--- config.mk ---
export PLATFORM = sky130hd
export DESIGN_NAME = syscnt_seq_ctrl
export DESIGN_NICKNAME = d
export VERILOG_FILES = /design/src/rtl/syscnt_seq_ctrl.sv
export SDC_FILE = /design/constraint.sdc
export NUM_CORES = 1
export LEC_CHECK = 0
export CORE_AREA = 2 2 57 59
export CTS_CLUSTER_SIZE = 25
export DETAILED_ROUTE_END_ITERATION = 7
export DIE_AREA = 0 0 59 61
export PLACE_DENSITY = 0.77
export SLEW_MARGIN = 20
export SYNTH_ARGS = -nofsm -noshare
export SYNTH_HDL_FRONTEND = slang
export SYNTH_SLANG_ARGS = --single-unit
export TNS_END_PERCENT = 100
--- constraint.sdc ---
create_clock -name clk -period 3.3 [get_ports clk]
set_clock_uncertainty 0.2 [all_clocks]
set_input_delay 0.33 -clock clk [delete_from_list [all_inputs] [get_ports clk]]
set_output_delay 0.33 -clock clk [all_outputs]
set_load 0.01 [all_outputs]
--- src/rtl/syscnt_seq_ctrl.sv ---
// syscnt_seq_ctrl
//
// Sequencing controller for the 4-bit system counter (syscnt). It takes
// START / STOP / CLEAR commands over a valid/ready handshake. It paces
// increments through a programmable prescaler and runs the count up to a
// target value, either once (one-shot) or repeatedly (continuous). It then
// reports completion. The controller does not own the counter: it only
// observes syscnt and drives the counter's increment and clear strobes.
//
// Ports
//   clk          in   system clock
//   rst_n        in   synchronous active-low reset
//   cmd_valid    in   command present
//   cmd_ready    out  command accepted when cmd_valid && cmd_ready (state only)
//   cmd_op       in   00 NOP, 01 START, 10 STOP, 11 CLEAR
//   cmd_mode     in   0 one-shot, 1 continuous (latched on START)
//   cmd_target   in   terminal count (latched on START)
//   cmd_prescale in   P: one tick every P+1 cycles (latched on START)
//   syscnt       in   current counter value (updates on the edge after a strobe)
//   cnt_en       out  one-cycle increment strobe
//   cnt_clr      out  one-cycle synchronous clear strobe
//   busy         out  high in CLR, RUN and DONE
//   done         out  one-cycle completion / wrap pulse
//   state        out  IDLE=0, CLR=1, RUN=2, DONE=3

module syscnt_seq_ctrl #(
  parameter int CNT_W = 4,
  parameter int PRE_W = 8
) (
  input  logic             clk,
  input  logic             rst_n,
  input  logic             cmd_valid,
  output logic             cmd_ready,
  input  logic [1:0]       cmd_op,
  input  logic             cmd_mode,
  input  logic [CNT_W-1:0] cmd_target,
  input  logic [PRE_W-1:0] cmd_prescale,
  input  logic [CNT_W-1:0] syscnt,
  output logic             cnt_en,
  output logic             cnt_clr,
  output logic             busy,
  output logic             done,
  output logic [1:0]       state
);

  typedef enum logic [1:0] {
    S_IDLE = 2'd0,
    S_CLR  = 2'd1,
    S_RUN  = 2'd2,
    S_DONE = 2'd3
  } state_t;

  typedef enum logic [1:0] {
    OP_NOP   = 2'b00,
    OP_START = 2'b01,
    OP_STOP  = 2'b10,
    OP_CLEAR = 2'b11
  } op_t;

  state_t           state_q;
  logic             start_q;     // CLR continues into RUN (START) or IDLE (CLEAR)
  logic             mode_q;
  logic [CNT_W-1:0] target_q;
  logic [PRE_W-1:0] prescale_q;
  logic [PRE_W-1:0] pre_q;
  logic [PRE_W-1:0] pre_d;

  logic cmd_acc;
  logic tick;
  logic at_target;
  logic run_step;   // RUN cycle that is not pre-empted by an accepted command

  // A NOP is accepted but treated as if no command had arrived, so it never
  // pre-empts counting.
  always_comb begin
    cmd_ready = (state_q == S_IDLE) || (state_q == S_RUN);
    cmd_acc   = cmd_valid && cmd_ready && (op_t'(cmd_op) != OP_NOP);
    tick      = (pre_q == prescale_q);
    at_target = (syscnt == target_q);
    run_step  = (state_q == S_RUN) && !cmd_acc;
    pre_d     = tick ? '0 : pre_q + PRE_W'(1);
  end

  // Strobes come from the registered state, the live counter value and the
  // command handshake. In continuous mode the wrap at the target replaces the
  // increment with a clear. The wrap is flagged through done in that same cycle.
  always_comb begin
    cnt_en  = run_step && tick && !at_target;
    cnt_clr = (state_q == S_CLR) || (run_step && tick && at_target && mode_q);
    done    = (state_q == S_DONE) || (run_step && tick && at_target && mode_q);
    busy    = (state_q != S_IDLE);
    state   = state_q;
  end

  always_ff @(posedge clk) begin
    if (!rst_n) begin
      state_q    <= S_IDLE;
      start_q    <= 1'b0;
      mode_q     <= 1'b0;
      target_q   <= '0;
      prescale_q <= '0;
      pre_q      <= '0;
    end else begin
      case (state_q)
        S_IDLE: begin
          if (cmd_acc) begin
            if (op_t'(cmd_op) == OP_START) begin
              mode_q     <= cmd_mode;
              target_q   <= cmd_target;
              prescale_q <= cmd_prescale;
              start_q    <= 1'b1;
              state_q    <= S_CLR;
            end else if (op_t'(cmd_op) == OP_CLEAR) begin
              start_q <= 1'b0;
              state_q <= S_CLR;
            end
          end
        end

        S_CLR: begin
          pre_q   <= '0;
          state_q <= start_q ? S_RUN : S_IDLE;
        end

        S_RUN: begin
          if (cmd_acc) begin
            case (op_t'(cmd_op))
              OP_START: begin
                mode_q     <= cmd_mode;
                target_q   <= cmd_target;
                prescale_q <= cmd_prescale;
                start_q    <= 1'b1;
                state_q    <= S_CLR;
              end
              OP_CLEAR: begin
                start_q <= 1'b0;
                state_q <= S_CLR;
              end
              default: state_q <= S_IDLE;
            endcase
          end else begin
            pre_q <= pre_d;
            // One-shot completion does not wait for a prescaler tick
            if (at_target && !mode_q) begin
              state_q <= S_DONE;
            end
          end
        end

        default: state_q <= S_IDLE;
      endcase
    end
  end

endmodule

Word-level counts from Yosys, hierarchy flattened --
Index checks and enable logic that the tools add are counted.
Cells by class: $add $sub $neg 1, eq/ne operators 13, mux-type cells 17, reduce and logical (&&, ||, !) cells 25
Operator list (number):
- 8-bit 2-to-1 mux | 2
- 8-bit case mux with 2 select lines | 1
- 2-bit 2-to-1 mux | 6
- 8-bit by 1-bit adder with 8-bit output (second input constant) | 1
- 8-bit == test | 1
- 1-bit logical AND | 8
- 2-bit nonzero test | 4
- 2-bit == test (second input constant) | 3
- 2-bit inequality test (second input constant) | 3
- 3-bit by 1-bit inequality test with 1-bit output (second input constant) | 2
- 2-bit case mux with 3 select lines | 1
- 3-bit AND reduction | 2
- 1-bit 2-to-1 mux | 5
- 5-bit AND reduction | 1
- 2-bit by 1-bit == test with 1-bit output (second input constant) | 2
- 4-bit == test | 1
- 1-bit case mux with 2 select lines | 2
- 2-bit OR reduction | 2
- 1-bit zero test | 3
- 1-bit logical OR | 3
- 3-bit by 2-bit inequality test with 1-bit output (second input constant) | 1
- 2-bit zero test | 1
- 2-bit AND reduction | 1
Word-level totals: flip-flop bits (word level) 24, word-level logic and storage cells 62, input bits 22

Longest topological paths before layout --
depth after elaboration 10, mapped depth 6, gate-level depth less buffers 4

Least setup slack after synthesis --
OpenSTA, ideal clock, no wires.
path type reg2out, from register pre_q[2], to output cnt_clr, setup slack 1.395 ns, arrival time 1.375 ns, cell stages (with the launch flop) 5, path buffers 0, data required time 2.770 ns, cells stage by stage dfxtp_1 > xnor2_1 > nand4_1 > or2_1 > o31ai_1
On the way: word-level cells in the longest chain between the ends 5
Ends and longest elaborated chain:
- from (decl) | line 65 | logic [PRE_W-1:0] pre_q;
- from (signal assigned) | line 142 | pre_q <= pre_d;
- 8-bit == test | line 78 | tick = (pre_q == prescale_q);
- 1-bit logical AND (3 in a row) | line 89 | cnt_clr = (state_q == S_CLR) || (run_step && tick && at_target && mode_q);
- 1-bit logical OR | line 89
- to (decl) | line 40 | output logic cnt_clr,
Every way passes these cells.

Final worst setup path --
Ends and elaborated chain as after synthesis.

==> qor.txt <==
Worst Path Max Fanout -> 6
Worst Hold Path Cells -> 2
Share of synthesized cell area in and, or, nand and nor gates -> 24.9%
Clock Root Buffer -> sky130_fd_sc_hd__clkbuf_4
Xor and xnor fraction of the mapped netlist area -> 12.8%
Unrepaired setup endpoints after global routing -> false
Yosys warnings -> 0
Register clock-pin slew on the reported worst setup and hold paths -> 0.16 ns
Combined global-route utilization of all metal layers -> 18.5%
Area of all sequential standard cells -> 480 um2
Final wirelength -> 2970 um
Arrival time of the worst setup path -> 2.42 ns
Synthesis-to-layout area growth -> 25.1%
Final core utilization -> 55.5%
Final setup violation count -> 0
Port Buffer Count -> 28
Weighted congestion reported at the end of routability-driven placement -> 0.807
Pre-CTS WS -> 0.362 ns
Number of buffers and inverters on the critical path -> 1
Max_slew headroom -> 48.9%
Drc violations -> 0
Cell area after synthesis -> 1310 um2
Avg Inst Size Synth -> 8.56 um2
Main combinational cell family by area after synthesis -> simple AND/OR/NAND/NOR gates
GRT Residual Overflow -> 0
Capturing point of the worst reg2reg path -> pre_q[7]
Count of state elements after synthesis -> 24
Width of the die -> 59 um
Crit path max-delay cell type -> sky130_fd_sc_hd__clkdlybuf4s50_1
P_sw -> 0.139 mW
Largest stage delay, worst path -> 0.59 ns
Total CTS buffers -> 3
Vias in the first global route -> 1,147
Filler instances -> 277
# resized after CTS -> 0
Number of buffers between clock root and the deepest sink -> 2
Leak pwr -> 0.561 nW
Post-cts hold buffer count -> 0
Global-route wire length before repair -> 5120 um
Met2 GRT Util -> 33.0%
Share of the clock period used by the worst path after layout -> 89.4%
Final Power -> 0.600 mW
Starting DRT DRC Count -> 16
Synth Net Count -> 176
M3 GR Usage -> 2.13%
Relative contribution of combinational cells to total power -> 12.9%
Pin count of the biggest net entering global routing -> 24
Worst R2R Setup Slack -> 1.50 ns
Ant. Diodes -> 0
Final TNS setup -> 0 ns
Top-level port count -> 29
Wire length per cell after detailed routing -> 14.1 um
Fraction of power consumed by the clock network -> 36.6%
Number of H-tree branching levels -> 1
Crit path required time -> 2.77 ns
Placement Cell Area -> 1590 um2
Mapped Cells -> 153
Type of the worst min-delay path -> flop to flop
Clk sink count -> 24
Worst setup margin -> 0.349 ns
Seq/Total Area, Yosys -> 36.7%
Portion of netlist area occupied by mux cells -> 0%
Category of the worst setup path capture point -> output pin
Nets -> 201
Starting Density -> 44.4%
Areal power density over the cells -> 366 nW/um2
Share of cells above drive strength 1 -> 6.21%
Total core area -> 2950 um2
IR drop worst, VDD -> 0.223 mV
Met1 track demand over resource -> 22.9%
Final slew viol count -> 0
Fmax -> 0.339 GHz
TritonCTS clock tree -> done
Slew at the pin closest to its max-slew limit -> 0.762 ns
Crit path kind -> flop to output pin
Share of the synthesized area in compound gates (AO/OA/AOI/OAI) -> 20.3%
Max Cap Violations -> 0
Floorplan row count -> 20
Time the worst path needs with I/O delays and setup -> 2.95 ns
Number of cells on the worst reg-to-reg path -> 4
Initial antenna violation count -> 0
Adder-cell share of the synthesized area -> 0.955%
Worst-Skew Late Latency -> 0.33 ns
Chip height -> 61 um
Total area of multi-input combinational cells -> 773 um2
Category of cells accounting for the largest share of critical-path delay -> simple AND/OR/NAND/NOR gates
Reg-to-reg startpoint -> state[0]
HPWL Detailed -> 2270 um
Worst Hold Path EP -> prescale_q[0]
Detailed-routing iteration count for the pre-antenna-repair pass -> 4
Crit path cell chain -> xnor2_1 > nand4_1 > or2_1 > o31ai_1 > clkdlybuf4s50_1
GR peak layer -> met2
Proportion of total power due to net switching -> 23.2%
Worst Hold Launch -> prescale_q[0]
Non-Filler Instances -> 210
Hold slack final -> 0.297 ns
Run status -> complete, no violations
Number of different library cells in the post-synthesis netlist -> 38
Post-CTS Setup Repair Bufs -> 0
Endpoints failing hold -> 0
Die area -> 3600 um2
Finished Cell Area -> 1640 um2
Proportion of power drawn by flip-flops and latches -> 50.5%
Antenna violation net count after detailed routing -> 0
Cell Int Power -> 0.461 mW
Startpoint type of the worst setup path -> flop
Post-Place Cells -> 206
Number of vias after detailed routing -> 1,139
Via density -> 5.42
-- power by group through the flow --
stage,clock (mW),sequential (mW),combinational [mW]
2_1_floorplan,0,0.306,0.0400
4_1_cts,0.221,0.303,0.0779
3_5_place_dp,0,0.309,0.0775
6_report,0.220,0.303,0.0773
5_1_grt,0.234,0.304,0.0853
3_3_place_gp,0,0.309,0.0748
-- metal layers --
metal	share of wire (%)	vias to the layer above
li1	-	575
met1	43	525
met2	51	32
met3	3.9	7
met4	1.9	0
met5	0	-
-- how the worst max path moves through the flow --
| stage | startpoint | endpoint | slack, ns | cells past startpoint |
|---|---|---|---|---|
| after CTS | pre_q[2] | cnt_clr | 0.33 | 5 |
| after global placement | syscnt[3] | cnt_clr | 0.43 | 6 |
| after floorplan | pre_q[2] | cnt_clr | 1.39 | 4 |
| after detailed placement | syscnt[3] | cnt_clr | 0.36 | 6 |
| after global routing | syscnt[3] | done | 0.17 | 6 |
| final | pre_q[2] | cnt_clr | 0.35 | 5 |
-- cell usage after synthesis (all sizes together) --
cell type	n	area share (%)
nor4	1	0.48
nor4b	1	0.67
o211ai	5	3.6
and3	2	0.95
nand2	36	11
or2	2	0.96
ha	1	0.95
o31ai	2	1.1
dfxtp	24	37
a21oi	1	0.38
xnor2	8	5.3
o21ai	2	0.76
o221ai	1	0.67
a211oi	4	2.3
nor2	1	0.29
nor3	2	1.1
nand2b	1	0.48
nor2b	1	0.67
a21boi	20	11
nand4	5	2.4
and4	1	0.67
clkbuf	3	0.86
inv	3	0.86
and2	3	1.4
xor2	9	7.5
nand3	4	1.5
buf	5	2.6
or3	2	0.95
and3b	1	0.67
nand3b	2	1.1
-- worst register-to-register path, delay by kind of cell (launching register included) --
family / cells / cell delay (ns)
AND/OR/NAND/NOR: 2 / 0.50
AO/OA/AOI/OAI: 1 / 0.13
flip-flops: 1 / 0.68
XOR/XNOR: 1 / 0.24
-- cells in the final DEF, fill, tap and decap left out --
| master | instances |
|---|---|
| sky130_fd_sc_hd__nand2_2 | 1 |
| sky130_fd_sc_hd__or3_1 | 2 |
| sky130_fd_sc_hd__or2_2 | 1 |
| sky130_fd_sc_hd__clkbuf_4 | 3 |
| sky130_fd_sc_hd__nor4b_1 | 1 |
| sky130_fd_sc_hd__a21oi_1 | 1 |
| sky130_fd_sc_hd__inv_1 | 3 |
| sky130_fd_sc_hd__o21ai_0 | 2 |
| sky130_fd_sc_hd__nor2b_2 | 1 |
| sky130_fd_sc_hd__o211ai_2 | 2 |
| sky130_fd_sc_hd__ha_1 | 1 |
| sky130_fd_sc_hd__and2_1 | 3 |
| sky130_fd_sc_hd__a21boi_0 | 18 |
| sky130_fd_sc_hd__nand2_1 | 35 |
| sky130_fd_sc_hd__o221ai_1 | 1 |
| sky130_fd_sc_hd__nand4_1 | 5 |
| sky130_fd_sc_hd__a21boi_1 | 2 |
| sky130_fd_sc_hd__dfxtp_1 | 24 |
| sky130_fd_sc_hd__xor2_1 | 8 |
| sky130_fd_sc_hd__clkdlybuf4s50_1 | 28 |
| sky130_fd_sc_hd__nand3b_1 | 2 |
| sky130_fd_sc_hd__a211oi_1 | 4 |
| sky130_fd_sc_hd__nor3_2 | 1 |
| sky130_fd_sc_hd__and4_1 | 1 |
| sky130_fd_sc_hd__or2_1 | 1 |
| sky130_fd_sc_hd__nor3_1 | 1 |
| sky130_fd_sc_hd__nand3_1 | 4 |
| sky130_fd_sc_hd__o31ai_1 | 2 |
| sky130_fd_sc_hd__nand2b_1 | 1 |
| sky130_fd_sc_hd__nor4_1 | 1 |
| sky130_fd_sc_hd__and3_1 | 2 |
| sky130_fd_sc_hd__xor2_4 | 1 |
| sky130_fd_sc_hd__and3b_1 | 1 |
| sky130_fd_sc_hd__nor2_1 | 1 |
| sky130_fd_sc_hd__o211ai_1 | 3 |
| sky130_fd_sc_hd__xnor2_1 | 8 |
| sky130_fd_sc_hd__bufinv_16 | 1 |
-- kinds of logic after synthesis --
logic type	Yosys count
adder cells (fa/ha/maj)	1
AND/OR/NAND/NOR	65
buffers and inverters	11
AO/OA/AOI/OAI	35
flip-flops	24
XOR/XNOR	17
-- sequential cells by signal, indices dropped and copies added (netlist names) --
| name | count |
|---|---|
| mode_q | 1 |
| start_q | 1 |
| prescale_q | 8 |
| target_q | 4 |
| state | 2 |
| pre_q | 8 |
-- cell type report --
type / instances / area share [%]
multi-input combinational: 118 / 47.2
timing repair buffer: 28 / 17.1
sequential: 24 / 29.3
inverter: 3 / 0.687
tap: 33 / 2.52
clock inverter: 1 / 1.83
clock buffer: 3 / 1.37
No activity file was read; power rests on OpenSTA's default activity.
